File: src/rtl/spm_ctrl_pkg.sv
// Shared definitions for the SPM scan generator: FSM state codes and the
// symmetric Q31 saturation limits applied to the scan coordinates.
package spm_ctrl_pkg;

    localparam int STATE_W = 3;

    localparam logic [STATE_W-1:0] IDLE  = 3'd0;
    localparam logic [STATE_W-1:0] LOAD  = 3'd1;
    localparam logic [STATE_W-1:0] FWD   = 3'd2;
    localparam logic [STATE_W-1:0] RET   = 3'd3;
    localparam logic [STATE_W-1:0] YSTEP = 3'd4;
    localparam logic [STATE_W-1:0] DONE  = 3'd5;

    // Symmetric range: the most negative code is never produced, so
    // negating a coordinate downstream can never overflow.
    localparam logic signed [31:0] SAT_POS = 32'sh7FFF_FFFF;
    localparam logic signed [31:0] SAT_NEG = -32'sh7FFF_FFFF;

endpackage

File: src/rtl/spm_sat_add.sv
// Signed saturating add/subtract. The operation is carried out one bit wider
// than the operands so the true result is known before clamping.
module spm_sat_add
    import spm_ctrl_pkg::*;
#(
    parameter int W = 32
) (
    input  logic signed [W-1:0] a,
    input  logic signed [W-1:0] b,
    input  logic                sub,
    output logic signed [W-1:0] y
);

    localparam logic signed [W:0] POS_LIM = (W+1)'(SAT_POS);
    localparam logic signed [W:0] NEG_LIM = (W+1)'(SAT_NEG);

    logic signed [W:0] a_ext;
    logic signed [W:0] b_ext;
    logic signed [W:0] sum;

    // Widen, add or subtract, then clamp into the symmetric range.
    always_comb begin
        a_ext = {a[W-1], a};
        b_ext = {b[W-1], b};
        sum   = sub ? (a_ext - b_ext) : (a_ext + b_ext);
        if (sum > POS_LIM) begin
            y = POS_LIM[W-1:0];
        end else if (sum < NEG_LIM) begin
            y = NEG_LIM[W-1:0];
        end else begin
            y = sum[W-1:0];
        end
    end

endmodule

File: src/rtl/axis_spm_scan_gen.sv
// Raster scan vector generator. Produces forward/return line pairs of
// relative Xs/Ys coordinates with per-point dwell, line stepping,
// pause/abort and saturating position arithmetic.
module axis_spm_scan_gen
    import spm_ctrl_pkg::*;
#(
    parameter int DATA_WIDTH = 32,
    parameter int CNT_WIDTH  = 16,
    parameter int DECI_WIDTH = 16
) (
    input  logic                         a_clk,
    input  logic                         a_resetn,
    input  logic                         start,
    input  logic                         stop,
    input  logic                         pause,
    input  logic [CNT_WIDTH-1:0]         nx,
    input  logic [CNT_WIDTH-1:0]         ny,
    input  logic [DECI_WIDTH-1:0]        dwell,
    input  logic signed [DATA_WIDTH-1:0] x_start,
    input  logic signed [DATA_WIDTH-1:0] y_start,
    input  logic signed [DATA_WIDTH-1:0] dx,
    input  logic signed [DATA_WIDTH-1:0] dy,
    output logic signed [DATA_WIDTH-1:0] M_AXIS_Xs_tdata,
    output logic                         M_AXIS_Xs_tvalid,
    output logic signed [DATA_WIDTH-1:0] M_AXIS_Ys_tdata,
    output logic                         M_AXIS_Ys_tvalid,
    output logic                         pixel_strobe,
    output logic                         dir,
    output logic [CNT_WIDTH-1:0]         point_cnt,
    output logic [CNT_WIDTH-1:0]         line_cnt,
    output logic                         busy,
    output logic                         done
);

    localparam logic [CNT_WIDTH-1:0]  CNT_ONE   = CNT_WIDTH'(1);
    localparam logic [DECI_WIDTH-1:0] DWELL_ONE = DECI_WIDTH'(1);

    logic [STATE_W-1:0]           state_reg, state_next;
    logic [CNT_WIDTH-1:0]         nx_reg, ny_reg;
    logic [DECI_WIDTH-1:0]        dwell_reg, dwell_cnt_reg;
    logic signed [DATA_WIDTH-1:0] xs_reg, dx_reg, dy_reg;
    logic signed [DATA_WIDTH-1:0] x_reg, y_reg;
    logic [CNT_WIDTH-1:0]         point_reg, line_reg;
    logic                         dir_reg, tvalid_reg;

    logic dwell_last, point_last, point_first, line_last, advance;

    // Axis adders: index 0 is X (subtracts on the return line), 1 is Y.
    logic signed [DATA_WIDTH-1:0] add_a [2];
    logic signed [DATA_WIDTH-1:0] add_b [2];
    logic signed [DATA_WIDTH-1:0] add_y [2];
    logic                         add_sub [2];

    assign add_a[0]   = x_reg;
    assign add_b[0]   = dx_reg;
    assign add_sub[0] = (state_reg == RET);
    assign add_a[1]   = y_reg;
    assign add_b[1]   = dy_reg;
    assign add_sub[1] = 1'b0;

    genvar gi;
    generate
        for (gi = 0; gi < 2; gi++) begin : g_axis
            spm_sat_add #(.W(DATA_WIDTH)) u_add (
                .a   (add_a[gi]),
                .b   (add_b[gi]),
                .sub (add_sub[gi]),
                .y   (add_y[gi])
            );
        end
    endgenerate

    assign dwell_last  = (dwell_cnt_reg == (dwell_reg - DWELL_ONE));
    assign point_last  = (point_reg == (nx_reg - CNT_ONE));
    assign point_first = (point_reg == '0);
    assign line_last   = (line_reg == (ny_reg - CNT_ONE));
    // Any forward progress this cycle: stop aborts, pause freezes.
    assign advance     = !stop && !pause;

    // State register.
    always_ff @(posedge a_clk or negedge a_resetn) begin
        if (!a_resetn) begin
            state_reg <= IDLE;
        end else begin
            state_reg <= state_next;
        end
    end

    // Next-state logic; stop dominates pause and start.
    always_comb begin
        state_next = state_reg;
        if (stop) begin
            state_next = IDLE;
        end else if (!pause) begin
            case (state_reg)
                IDLE:    if (start) state_next = LOAD;
                LOAD:    state_next = FWD;
                FWD:     if (dwell_last && point_last) state_next = RET;
                RET:     if (dwell_last && point_first) state_next = line_last ? DONE : YSTEP;
                YSTEP:   if (dwell_last) state_next = FWD;
                DONE:    state_next = IDLE;
                default: state_next = IDLE;
            endcase
        end
    end

    // Output decode from the registered state.
    always_comb begin
        busy         = (state_reg != IDLE);
        done         = (state_reg == DONE) && advance;
        pixel_strobe = advance && dwell_last && ((state_reg == FWD) || (state_reg == RET));
    end

    // Parameter latch, position, counters and dwell timing.
    always_ff @(posedge a_clk or negedge a_resetn) begin
        if (!a_resetn) begin
            nx_reg        <= CNT_ONE;
            ny_reg        <= CNT_ONE;
            dwell_reg     <= DWELL_ONE;
            xs_reg        <= '0;
            dx_reg        <= '0;
            dy_reg        <= '0;
            x_reg         <= '0;
            y_reg         <= '0;
            point_reg     <= '0;
            line_reg      <= '0;
            dwell_cnt_reg <= '0;
            dir_reg       <= 1'b0;
            tvalid_reg    <= 1'b0;
        end else if (advance) begin
            case (state_reg)
                LOAD: begin
                    nx_reg        <= (nx == '0) ? CNT_ONE : nx;
                    ny_reg        <= (ny == '0) ? CNT_ONE : ny;
                    dwell_reg     <= (dwell == '0) ? DWELL_ONE : dwell;
                    xs_reg        <= x_start;
                    dx_reg        <= dx;
                    dy_reg        <= dy;
                    x_reg         <= x_start;
                    y_reg         <= y_start;
                    point_reg     <= '0;
                    line_reg      <= '0;
                    dwell_cnt_reg <= '0;
                    dir_reg       <= 1'b0;
                    tvalid_reg    <= 1'b1;
                end
                FWD: begin
                    if (dwell_last) begin
                        dwell_cnt_reg <= '0;
                        if (point_last) begin
                            dir_reg <= 1'b1;
                        end else begin
                            x_reg     <= add_y[0];
                            point_reg <= point_reg + CNT_ONE;
                        end
                    end else begin
                        dwell_cnt_reg <= dwell_cnt_reg + DWELL_ONE;
                    end
                end
                RET: begin
                    if (dwell_last) begin
                        dwell_cnt_reg <= '0;
                        if (!point_first) begin
                            x_reg     <= add_y[0];
                            point_reg <= point_reg - CNT_ONE;
                        end
                    end else begin
                        dwell_cnt_reg <= dwell_cnt_reg + DWELL_ONE;
                    end
                end
                YSTEP: begin
                    if (dwell_last) begin
                        // Every forward line restarts from the latched origin.
                        dwell_cnt_reg <= '0;
                        y_reg         <= add_y[1];
                        x_reg         <= xs_reg;
                        line_reg      <= line_reg + CNT_ONE;
                        point_reg     <= '0;
                        dir_reg       <= 1'b0;
                    end else begin
                        dwell_cnt_reg <= dwell_cnt_reg + DWELL_ONE;
                    end
                end
                default: ;
            endcase
        end
    end

    assign M_AXIS_Xs_tdata  = x_reg;
    assign M_AXIS_Ys_tdata  = y_reg;
    assign M_AXIS_Xs_tvalid = tvalid_reg;
    assign M_AXIS_Ys_tvalid = tvalid_reg;
    assign dir              = dir_reg;
    assign point_cnt        = point_reg;
    assign line_cnt         = line_reg;

endmodule

File: config.mk
export PLATFORM = sky130hd
export DESIGN_NAME = axis_spm_scan_gen
export DESIGN_NICKNAME = d
export VERILOG_FILES = /design/src/rtl/spm_ctrl_pkg.sv /design/src/rtl/spm_sat_add.sv /design/src/rtl/axis_spm_scan_gen.sv
export SDC_FILE = /design/constraint.sdc
export NUM_CORES = 1
export LEC_CHECK = 0
export ABC_AREA = 1
export CAP_MARGIN = 40
export CORE_MARGIN = 3
export CORE_UTILIZATION = 45
export CTS_BUF_LIST = sky130_fd_sc_hd__clkbuf_2 sky130_fd_sc_hd__clkbuf_4 sky130_fd_sc_hd__clkbuf_8
export CTS_CLUSTER_DIAMETER = 60
export DETAILED_ROUTE_END_ITERATION = 8
export PLACE_DENSITY = 0.68
export REMOVE_ABC_BUFFERS = 1
export SYNTH_ARGS = -nofsm -noshare
export SYNTH_HDL_FRONTEND = slang
export SYNTH_SLANG_ARGS = --single-unit
File: constraint.sdc
create_clock -name a_clk -period 10.2 [get_ports a_clk]
set_input_delay 2.55 -clock a_clk [delete_from_list [all_inputs] [get_ports a_clk]]
set_output_delay 2.55 -clock a_clk [all_outputs]
set_load 0.1 [all_outputs]
==> impl_metrics.env <==
export IMPL_critPathKind="input pin to output pin"
export IMPL_grt_max_degree=150
export IMPL_fmax_mhz=136
export IMPL_rsz0062_at_grt="no"
export IMPL_place_congestion=0.932
export IMPL_worstHoldPathType="register to register"
export IMPL_vias_per_cell=5.14
export IMPL_vias=21000
export IMPL_synthCells=3105
export IMPL_start_util_pct=46.0
export IMPL_synth_cell_type_count=54
export IMPL_grt_pass1_vias=21000
export IMPL_die_w_um=217
export IMPL_worstPathArrival_ps=4820
export IMPL_worst_path_max_fanout=5
export IMPL_grt_first_pass_wirelength_um=109000
export IMPL_fillers=4124
export IMPL_slew_viol_final=0
export IMPL_clk_pin_slew_ps=50
export IMPL_fp_dieH_um=217
export IMPL_finalSetupViolCount=0
export IMPL_crit_path_start_kind="input pin"
export IMPL_final_layout_size_suffix_gt1_share_pct=6.91
export IMPL_cts_path_max_buffers=3
export IMPL_area_growth_pct=30.9
export IMPL_rows=76
export IMPL_synth_warning_count=0
export IMPL_cp_required_ps=7650
export IMPL_finish_utilization_pct=60.2
export IMPL_numCtsBuffers=49
export IMPL_async_reset_ff_share_pct=100
export IMPL_drv_cap=0
export IMPL_final_common_cell="nand2_1"
export IMPL_syn_avg_cell_area_um2=6.45
export IMPL_dr_pass1_iters=6
export IMPL_clock_skew_final_ps=14.9
export IMPL_insertion_delay_ps=630
export IMPL_cts_sinks=261
export IMPL_run_status="complete, no violations"
export IMPL_final_antenna_net_count=0
export IMPL_portBuffers=282
export IMPL_synth_seq_cells=261
export IMPL_synth_seq_area_share_pct=32.6
export IMPL_overflow=0
export IMPL_slew_headroom_pct=30.4
export IMPL_nets=3736
export IMPL_ctsResizeCount=0
export IMPL_synth_edf_count=0
export IMPL_finalHoldViolations=0
export IMPL_gr_usage_all_layers_pct=28.6
export IMPL_synth_area_um2=20000
export IMPL_design_die_area_um2=47000
export IMPL_drtIter0Drc=1454
export IMPL_post_drt_wl_per_cell_um=16.6
export IMPL_yosys_most_used_dff="dfrtp_1"
export IMPL_tightest_slew_ps=1040
export IMPL_regToRegSetupSlack_ps=4720
export IMPL_coreArea_um2=43600
export IMPL_hpwl_um=51800
export IMPL_htreeDepth=2
export IMPL_post_cts_setup_buffers=0
export IMPL_ctsHoldBuffers=0
export IMPL_min_period_ps=7370
export IMPL_final_cell_mix="nand2_1, inv_1, nor2_1"
export IMPL_period_share_pct=72.3
export IMPL_cts_tree="built"
export IMPL_clk_root_buffer_cell="clkbuf_8"
export IMPL_io_pins=283
export IMPL_wl_um=67700
export IMPL_drc=0
export IMPL_antenna_found_initial=9
export IMPL_end_kind="output pin"
==> final timing paths <==
check,depth (start not counted),start,end
min,2,dy_reg[0],dy_reg[0]
max,6,stop,pixel_strobe
min in group asynchronous,1,a_resetn,dy_reg[2]
max in group asynchronous,2,a_resetn,M_AXIS_Xs_tdata[18]
min reg2reg,2,dy_reg[0],dy_reg[0]
max reg2reg,32,dx_reg[3],M_AXIS_Xs_tdata[13]
==> Yosys cell counts, types with 20 or more instances <==
cell      instances  share of area [%]
xor2_1          103                4.5
nor3_1           52                1.3
o21ai_0         148                3.7
nand4_1          39                1.2
dfrtp_1         258                 32
clkbuf_1         58                1.1
ha_1             84                5.3
nand3b_1         20               0.75
a21oi_1         120                3.0
nand2_1        1088                 20
nor4_1           24               0.75
inv_1           425                8.0
nand3_1         157                3.9
nor2_1          345                6.5
xnor2_1          40                1.8
==> routing by layer <==
layer  vias up  track usage, %  share of wire (%)  wire length, um
met5         -               0              0.068               46
met3       134            4.13                4.8             3260
li1      10500               -                  -                -
met1      9866            37.4                 45            30300
met4         8            10.7                3.5             2350
met2       516            48.2                 47            31800
==> through the flow <==
stage	cells	area (um^2)	hold slack [ps]	TNS (ps)	worst slack (ps)
5_1_grt	4092	26200	494	0	2700
3_5_place_dp	4002	25200	464	0	2760
6_report	4092	26200	478	0	2830
2_1_floorplan	3019	19600	442	-143550	-1910
4_1_cts	4087	26200	478	0	2760
3_3_place_gp	3896	23300	456	0	2410
==> logic make-up (layout without fill, tap and decap cells) <==
family | after synthesis | in the layout | share of synthesized area [%]
buffers and inverters | 519 | 916 | 10.2
adders and majority gates | 87 | 87 | 5.55
DFF | 261 | 261 | 32.6
xor gates and xnor gates | 145 | 145 | 6.45
other | 0 | 5 | 0
and+or+nand+nor | 1751 | 1751 | 35.9
AOI/OAI and AO/OA | 342 | 342 | 9.33
==> worst max-delay path, stage by stage <==
cell and delay, ps:
clkdlybuf4s50_1 510, nor2_1 370, inv_1 230, nor3_1 380, clkdlybuf4s50_1 590, buf_8 200
==> cell type report <==
cell class	instances	area [um^2]	share of cell area [%]
multi-input cells	2325	11500	43.8
flip-flops and latches	261	6540	24.9
repair buffers	398	4810	18.3
inverters	433	1630	6.22
clock buffers	73	917	3.50
well taps	585	732	2.79
clock inverters	12	103	0.392
diodes	5	12.5	0.0477
Power is left out: the tool's default activity adds up to more than one toggle a clock period on the data nets, which glitch-free logic cannot reach.
